[src/rtl/reg_rw_cbit_req_seq.sv]
// Request sequencer in front of the read-set-bit BRAM data port: issues accepted requests,
// tracks the fixed 2-cycle read latency and returns in-order responses through a credit-limited FIFO.
module reg_rw_cbit_req_seq #(
   parameter int L2_DEPTH   = 8,
   parameter int WIDTH      = 32,
   parameter int RESP_DEPTH = 4
) (
   input  logic                clk,
   input  logic                resetn,
   input  logic                req_valid,
   output logic                req_ready,
   input  logic                req_write,
   input  logic [L2_DEPTH-1:0] req_index,
   input  logic [WIDTH-1:0]    req_data,
   output logic                resp_valid,
   input  logic                resp_ready,
   output logic [WIDTH-1:0]    resp_data,
   output logic                resp_write,
   output logic                bram_en,
   output logic                bram_we,
   output logic [L2_DEPTH-1:0] bram_addr,
   output logic [WIDTH-1:0]    bram_din,
   output logic                bram_rst,
   output logic                bram_regce,
   input  logic [WIDTH-1:0]    bram_dout,
   output logic [31:0]         rd_count,
   output logic [31:0]         wr_count
);

   localparam int PW = $clog2(RESP_DEPTH);

   logic                ready_q, ready_d;
   logic                v1_q, v1_d, w1_q, w1_d;
   logic                v2_q, v2_d, w2_q, w2_d;
   logic [PW-1:0]       wr_ptr_q, wr_ptr_d, rd_ptr_q, rd_ptr_d;
   logic [PW:0]         cnt_q, cnt_d;
   logic [PW+1:0]       credit_s;
   logic [31:0]         rd_cnt_q, rd_cnt_d, wr_cnt_q, wr_cnt_d;
   logic [WIDTH:0]      fifo_q [RESP_DEPTH];
   logic                accept_s, push_s, pop_s;

   assign accept_s   = req_valid & ready_q;
   assign push_s     = v2_q;
   assign pop_s      = resp_valid & resp_ready;

   assign req_ready  = ready_q;
   assign resp_valid = (cnt_q != '0);
   assign resp_write = fifo_q[rd_ptr_q][WIDTH];
   assign resp_data  = fifo_q[rd_ptr_q][WIDTH-1:0];
   assign rd_count   = rd_cnt_q;
   assign wr_count   = wr_cnt_q;

   // The BRAM port sees the request only in the accepting cycle; otherwise it is idle and zero.
   assign bram_en    = accept_s;
   assign bram_we    = accept_s & req_write;
   assign bram_addr  = accept_s ? req_index : '0;
   assign bram_din   = accept_s ? req_data : '0;
   assign bram_rst   = 1'b0;
   assign bram_regce = 1'b1;

   // Next-state: latency pipe, FIFO bookkeeping, credit and saturating counters.
   always_comb begin
      v1_d     = accept_s;
      w1_d     = req_write;
      v2_d     = v1_q;
      w2_d     = w1_q;
      cnt_d    = cnt_q;
      wr_ptr_d = wr_ptr_q;
      rd_ptr_d = rd_ptr_q;
      rd_cnt_d = rd_cnt_q;
      wr_cnt_d = wr_cnt_q;
      if (push_s) begin
         wr_ptr_d = wr_ptr_q + PW'(1);
      end else begin
         wr_ptr_d = wr_ptr_q;
      end
      if (pop_s) begin
         rd_ptr_d = rd_ptr_q + PW'(1);
      end else begin
         rd_ptr_d = rd_ptr_q;
      end
      case ({push_s, pop_s})
         2'b10:   cnt_d = cnt_q + (PW+1)'(1);
         2'b01:   cnt_d = cnt_q - (PW+1)'(1);
         default: cnt_d = cnt_q;
      endcase
      // Credit is computed from next-cycle occupancy, so a pop frees a slot one cycle later.
      credit_s = {1'b0, cnt_d} + (PW+2)'(v1_d) + (PW+2)'(v2_d);
      ready_d  = (credit_s < (PW+2)'(RESP_DEPTH));
      if (accept_s && !req_write && (rd_cnt_q != 32'hFFFF_FFFF)) begin
         rd_cnt_d = rd_cnt_q + 32'd1;
      end else begin
         rd_cnt_d = rd_cnt_q;
      end
      if (accept_s && req_write && (wr_cnt_q != 32'hFFFF_FFFF)) begin
         wr_cnt_d = wr_cnt_q + 32'd1;
      end else begin
         wr_cnt_d = wr_cnt_q;
      end
   end

   // Control state registers.
   always_ff @(posedge clk or negedge resetn) begin
      if (!resetn) begin
         ready_q  <= 1'b0;
         v1_q     <= 1'b0;
         w1_q     <= 1'b0;
         v2_q     <= 1'b0;
         w2_q     <= 1'b0;
         cnt_q    <= '0;
         wr_ptr_q <= '0;
         rd_ptr_q <= '0;
         rd_cnt_q <= 32'd0;
         wr_cnt_q <= 32'd0;
      end else begin
         ready_q  <= ready_d;
         v1_q     <= v1_d;
         w1_q     <= w1_d;
         v2_q     <= v2_d;
         w2_q     <= w2_d;
         cnt_q    <= cnt_d;
         wr_ptr_q <= wr_ptr_d;
         rd_ptr_q <= rd_ptr_d;
         rd_cnt_q <= rd_cnt_d;
         wr_cnt_q <= wr_cnt_d;
      end
   end

   // Response storage; cleared so the head reads as zero out of reset.
   always_ff @(posedge clk or negedge resetn) begin
      if (!resetn) begin
         for (int i = 0; i < RESP_DEPTH; i++) begin
            fifo_q[i] <= '0;
         end
      end else if (push_s) begin
         fifo_q[wr_ptr_q] <= {w2_q, bram_dout};
      end
   end

endmodule

[config.mk]
export PLATFORM = sky130hd
export DESIGN_NAME = reg_rw_cbit_req_seq
export DESIGN_NICKNAME = d
export VERILOG_FILES = /design/src/rtl/reg_rw_cbit_req_seq.sv
export SDC_FILE = /design/constraint.sdc
export NUM_CORES = 1
export LEC_CHECK = 0
export ABC_AREA = 0
export ABC_CLOCK_PERIOD_IN_PS = 3000
export CAP_MARGIN = 20
export CORE_MARGIN = 4
export CORE_UTILIZATION = 55
export CTS_CLUSTER_SIZE = 20
export DETAILED_ROUTE_END_ITERATION = 7
export PLACE_DENSITY = 0.83
export SLEW_MARGIN = 10
export SYNTH_ARGS = -nofsm -noshare
export SYNTH_HDL_FRONTEND = slang
export SYNTH_SLANG_ARGS = --single-unit
[constraint.sdc]
create_clock -name clk -period 3 [get_ports clk]
set_input_delay 0.6 -clock clk [delete_from_list [all_inputs] [get_ports clk]]
set_output_delay 0.6 -clock clk [all_outputs]
set_load 0.01 [all_outputs]
Word-level counts from Yosys, hierarchy flattened

Cells that the tools add are included.

Register bits: 208
Latch bits: 0
Bits in writable memories: 0
Bits in read-only memories: 0
Input bits: 77
Output and inout bits: 143
Word-level logic and storage cells: 51
Memories kept: 0

Add/sub/neg operators: 8
Multipliers: 0
Divide/modulo/power cells: 0
Order comparisons: 4
Eq/ne operators: 4
Shift operators: 0
Mux-type cells: 9
Bitwise operators: 5
Reduce and logical (&&, ||, !) cells: 7

Operator list:

| cell                                                                         | number |
|---|---|
| 132-bit bitwise mux                                                          | 1 |
| 33-bit two-way mux                                                           | 3 |
| 33-bit binary-select mux with 2-bit select                                   | 1 |
| 33-bit demux with 2-bit select                                               | 1 |
| 32-bit by 1-bit adder with 32-bit output, second input constant              | 2 |
| 32-bit inequality test, second input constant                                | 2 |
| 32-bit two-way mux                                                           | 1 |
| 8-bit two-way mux                                                            | 1 |
| 3-bit greater-or-equal comparator, second input constant                     | 2 |
| 2-bit NOT with 3-bit output                                                  | 2 |
| 3-bit one-hot mux with 2 select lines                                        | 1 |
| 1-bit logical AND                                                            | 5 |
| 2-bit by 1-bit adder with 2-bit output, second input constant                | 2 |
| 3-bit by 1-bit adder with 4-bit output                                       | 1 |
| 4-bit by 1-bit adder with 4-bit output                                       | 1 |
| 4-bit by 3-bit less-than comparator with 1-bit output, second input constant | 1 |
| 3-bit by 1-bit adder with 3-bit output, second input constant                | 1 |
| 1-bit bitwise AND                                                            | 3 |
| 3-bit by 1-bit less-than comparator with 1-bit output, second input constant | 1 |
| 3-bit nonzero test                                                           | 1 |
| 3-bit by 1-bit subtractor with 3-bit output, second input constant           | 1 |
| 2-bit by 1-bit equality test with 1-bit output, second input constant        | 1 |
| 2-bit equality test, second input constant                                   | 1 |
| 1-bit logical NOT                                                            | 1 |

Longest topological paths before layout

Depth after elaboration: 7
Mapped depth: 9
Mapped depth without buffers: 9

Least setup slack after synthesis

OpenSTA, ideal clock, no wires.

Kind: reg2out
From: register rd_ptr_q[0]
To: output resp_data[10]
Arrival: 1568 ps
Required time: 2400 ps
Setup slack: 832 ps
Stages on the path, launching flop included: 4
Buffers on the path: 2
Path through: dfrtp_1 clkbuf_1 buf_2 mux4_2

Word-level cells in the longest chain between the ends: 4

Ends and longest elaborated chain:

| item                                                   | RTL line | text |
|---|---|---|
| start: declaration                                     | 35       | `logic [PW-1:0] wr_ptr_q, wr_ptr_d, rd_ptr_q, rd_ptr_d;` |
| start signal: assignment                               | 123      | `rd_ptr_q <= rd_ptr_d;` |
| 2-bit NOT with 3-bit output (not written as such)      | 49       | `assign resp_data = fifo_q[rd_ptr_q][WIDTH-1:0];` |
| 33-bit binary-select mux with 2-bit select             | 49       |  |
| 33-bit two-way mux (not written as such) (2 in series) | 49       |  |
| end: declaration                                       | 17       | `output logic [WIDTH-1:0] resp_data,` |

No other way between the ends. The select of a mux whose other input is x is not followed.

Worst setup path in the final report

From: register rd_ptr_q[0]
To: output resp_data[11]

The elaborated chain is that of the path after synthesis.

==> impl_results.md <==
* First-pass GRT wire length at ~38 mm
* Int Pwr at approximately 8.6 mW
* Die area at 19700 µm²
* Final Hold Fails at 0
* Fmax at 346 MHz
* Routed length per instance at around 20 µm
* Yosys reg bits at around 210
* Sequential power share at 0.371
* Fin cells at between 1000 and 1500
* Clk pwr share at 0.238
* Rows at 48
* Grt total ovfl at 0
* Clock Latency Late Sink at a little under 500 ps
* DRC at 0
* Setup TNS at 0 ps
* Status: completed
* Cell Area, Synth at a little under 10000 µm²
* Die Span X at 140 µm
* Core area at 17200 µm²
* Post-Route WL at between 20 and 25 mm
* RR Endpoint: rd_count[1]$_DFFE_PN0P_
* Fill count at 1088
* Largest net degree at the start of global routing at 73
* Clock tree from TritonCTS: done
* Via count of the routed design at roughly 6700
* Synthesis Warnings at 0
* Share of layout cells above drive strength 1 at 0.247
* Antenna violations before repair at 2
* Gate power share at 0.390
* Total Nets Final at a little over 1000
* # clock sinks at around 210
* Reg-to-reg slack, setup at a little under 700 ps
* Crit path capture: resp_data[11]
* WHS at between 100 and 150 ps
* Syn nets at about 800
* Crit share post-route at 0.964
* Mean Syn Cell Area at approximately 13 µm²
* VDD IR-drop max at approximately 640 µV
* Total CTS buffers at 22
* Fin crit period at 2890 ps
* Pin slew with the least headroom to its limit at 740 ps
* Power per cell area at 927 nW/µm²
* Routability Congestion at 0.882
* Worst flop-to-flop path startpoint: rd_count[8]$_DFFE_PN0P_
* MaxCap Viol Count at 0
* Max-slew headroom at 0.506
* Worst setup path startpoint: rd_ptr_q[0]$_DFFE_PN0P_
* Crit Path Max Fanout at 16
* Die H at 140 µm
* Area Growth Syn to Fin at 34.2%
* DR pass1 iterations at 4
* Pins Over Slew Limit at 0
* Setup Fix Bufs, Post-CTS at 0
* Pwr Total at 12.0 mW
* Dpl cells at roughly 1100
* Port Buffer Count at approximately 220
* Clock-pin slew on the worst setup and hold paths at roughly 60 ps
* # IOs at 220
* Crit. End Element: output port
* DRT iter0 DRCs at ~280
* Max clock buf depth at 3
* Register area share after synthesis at 0.539
* Worst reg2reg path depth at 5
* Clock Skew at roughly 9 ps
* Htree depth at 1
* Antenna-violating nets left at 0
* Vias in the first global route at roughly 7300
* All-Layer GR Usage at 0.238
* Worst min path class: input pin to asynchronous set/reset pin
* Post-Synthesis Cells at around 700
* Vias per std cell at about 5.7
* Critical Path AT at about 2300 ps
* Unique masters post-synth at 42
* RSZ-0062 raised after global routing: no
* Net Switching at around 3.4 mW
* Crit path required time at around 2400 ps
* Critical path class: flop to output port
* Hold buffers post-CTS at 0
* CP Launch Type: flop
* Post-CTS sizing at 0
* Starting Density at 0.560
* Lkg Pwr at approximately 5.5 nW
* Setup violators final at 0
* Hpwl dp at around 16 mm
* Switching share of power at 0.287
* Root buffer cell: clkbuf_16
## cell usage after synthesis (all sizes together)
cell | number | area [µm²]
a41oi | 2 | 17.5
o311ai | 2 | 42.6
or4 | 2 | 18.8
nor4b | 2 | 47.6
dfrtp | 208 | 5200
nand3b | 2 | 15.0
a21oi | 2 | 10.0
xor2 | 20 | 175
buf | 19 | 87.6
clkbuf | 18 | 67.6
or2 | 3 | 23.8
or3 | 2 | 12.5
nor4 | 8 | 50.1
a2111o | 1 | 11.3
nand3 | 29 | 145
nand4 | 23 | 144
a21o | 1 | 7.51
nor3 | 18 | 90.1
mux4 | 33 | 743
nor2b | 2 | 12.5
and3 | 53 | 333
nor3b | 1 | 12.5
ha | 8 | 100
mux2 | 134 | 1510
inv | 13 | 48.8
o21ai | 1 | 5.00
and4 | 5 | 46.3
mux2i | 1 | 10.0
fa | 1 | 20.0
and2 | 5 | 31.3
nand2 | 36 | 135
conb | 2 | 7.51
xnor2 | 45 | 394
nor2 | 16 | 60.1
o22a | 1 | 8.76
## cell families (layout without fill, tap and decap cells)
group | count (synthesis) | in the layout | synth area share
flops | 208 | 208 | 0.539
simple gates | 207 | 207 | 0.122
mux | 168 | 168 | 0.234
xor+xnor | 65 | 65 | 0.0590
buf+inv | 50 | 288 | 0.0211
compound gates | 10 | 10 | 0.0106
fa+ha+maj | 9 | 9 | 0.0125
other cells | 2 | 3 | 0.000778
## metrics by stage
stage / setup slack, ps / utilization / area (µm²)
detailed placement: 267 / 0.706 / 12200
CTS: 16.0 / 0.751 / 12900
global placement: 302 / 0.706 / 12200
global route: 13.6 / 0.751 / 12900
floorplan: 832 / - / 9650
finish: 108 / 0.751 / 12900
## flip-flops by register name, indices dropped and copies added, names as in the netlist
| register | flops |
|---|---|
| req_ready | 1 |
| wr_ptr_q | 2 |
| v1_q | 1 |
| rd_count | 32 |
| push_s | 1 |
| wr_count | 32 |
| cnt_q | 3 |
| w2_q | 1 |
| fifo_q | 132 |
| w1_q | 1 |
| rd_ptr_q | 2 |
## placed cells by master (no fill, tap or decap), drive strengths merged
cell,n
nor4b,2
nor3,18
mux2,134
diode,1
o311ai,2
nor3b,1
o21ai,1
or3,2
nor2,16
a2111o,1
bufinv,3
a41oi,2
dfrtp,208
clkinv,3
xnor2,45
a21o,1
or2,3
nand3b,2
clkbuf,32
nand4,23
a21oi,2
inv,13
clkinvlp,3
nor4,8
xor2,20
ha,8
and3,53
fa,1
or4,2
mux2i,1
nor2b,2
conb,2
buf,18
clkdlybuf4s50,216
o22a,1
and2,5
mux4,33
nand2,36
and4,5
nand3,29
## worst min path at each step
| stage | startpoint | endpoint | slack [ps] | cells after the start |
|---|---|---|---|---|
| floorplan | resetn | cnt_q[0]$_DFF_PN0_ | 300 | 0 |
| global placement | w1_q$_DFF_PN0_ | w2_q$_DFF_PN0_ | 370 | 0 |
| detailed placement | w1_q$_DFF_PN0_ | w2_q$_DFF_PN0_ | 360 | 0 |
| CTS | resetn | fifo_q[75]$_DFFE_PN0P_ | 140 | 1 |
| global route | resetn | fifo_q[104]$_DFFE_PN0P_ | 160 | 1 |
| finish | resetn | fifo_q[104]$_DFFE_PN0P_ | 120 | 1 |
## cell type report
class / instances / area [µm²] / share of cell area
antenna: 1 / 2.50 / 0.000193
clock inverter: 9 / 128 / 0.00986
clock buffer: 31 / 656 / 0.0506
timing repair buffer: 235 / 2390 / 0.184
inverter: 13 / 48.8 / 0.00377
sequential: 208 / 5210 / 0.402
tap: 225 / 282 / 0.0217
multi-input combinational: 461 / 4240 / 0.327
## power groups by stage
stage	sequential (mW)	clock [mW]	combinational, mW
after floorplan	4.29	0	2.78
after global placement	4.42	0	4.61
after global routing	4.59	3.05	5.06
after CTS	4.47	2.92	4.77
final	4.46	2.86	4.69
after detailed placement	4.49	0	4.72
## worst max-delay path, cell delays in order (launching register included)
cell and delay (ps):
dfrtp_4 540, buf_12 220, mux4_2 540, clkdlybuf4s50_1 500
## per-layer routing
layer	global-route usage	vias to the layer above	share of wire
met5	0	-	0
li1	-	3057	-
met3	0.0512	45	0.062
met1	0.304	3357	0.40
met4	0.0658	0	0.029
met2	0.413	245	0.51
Note: power is estimated with default switching activity, not from simulation.
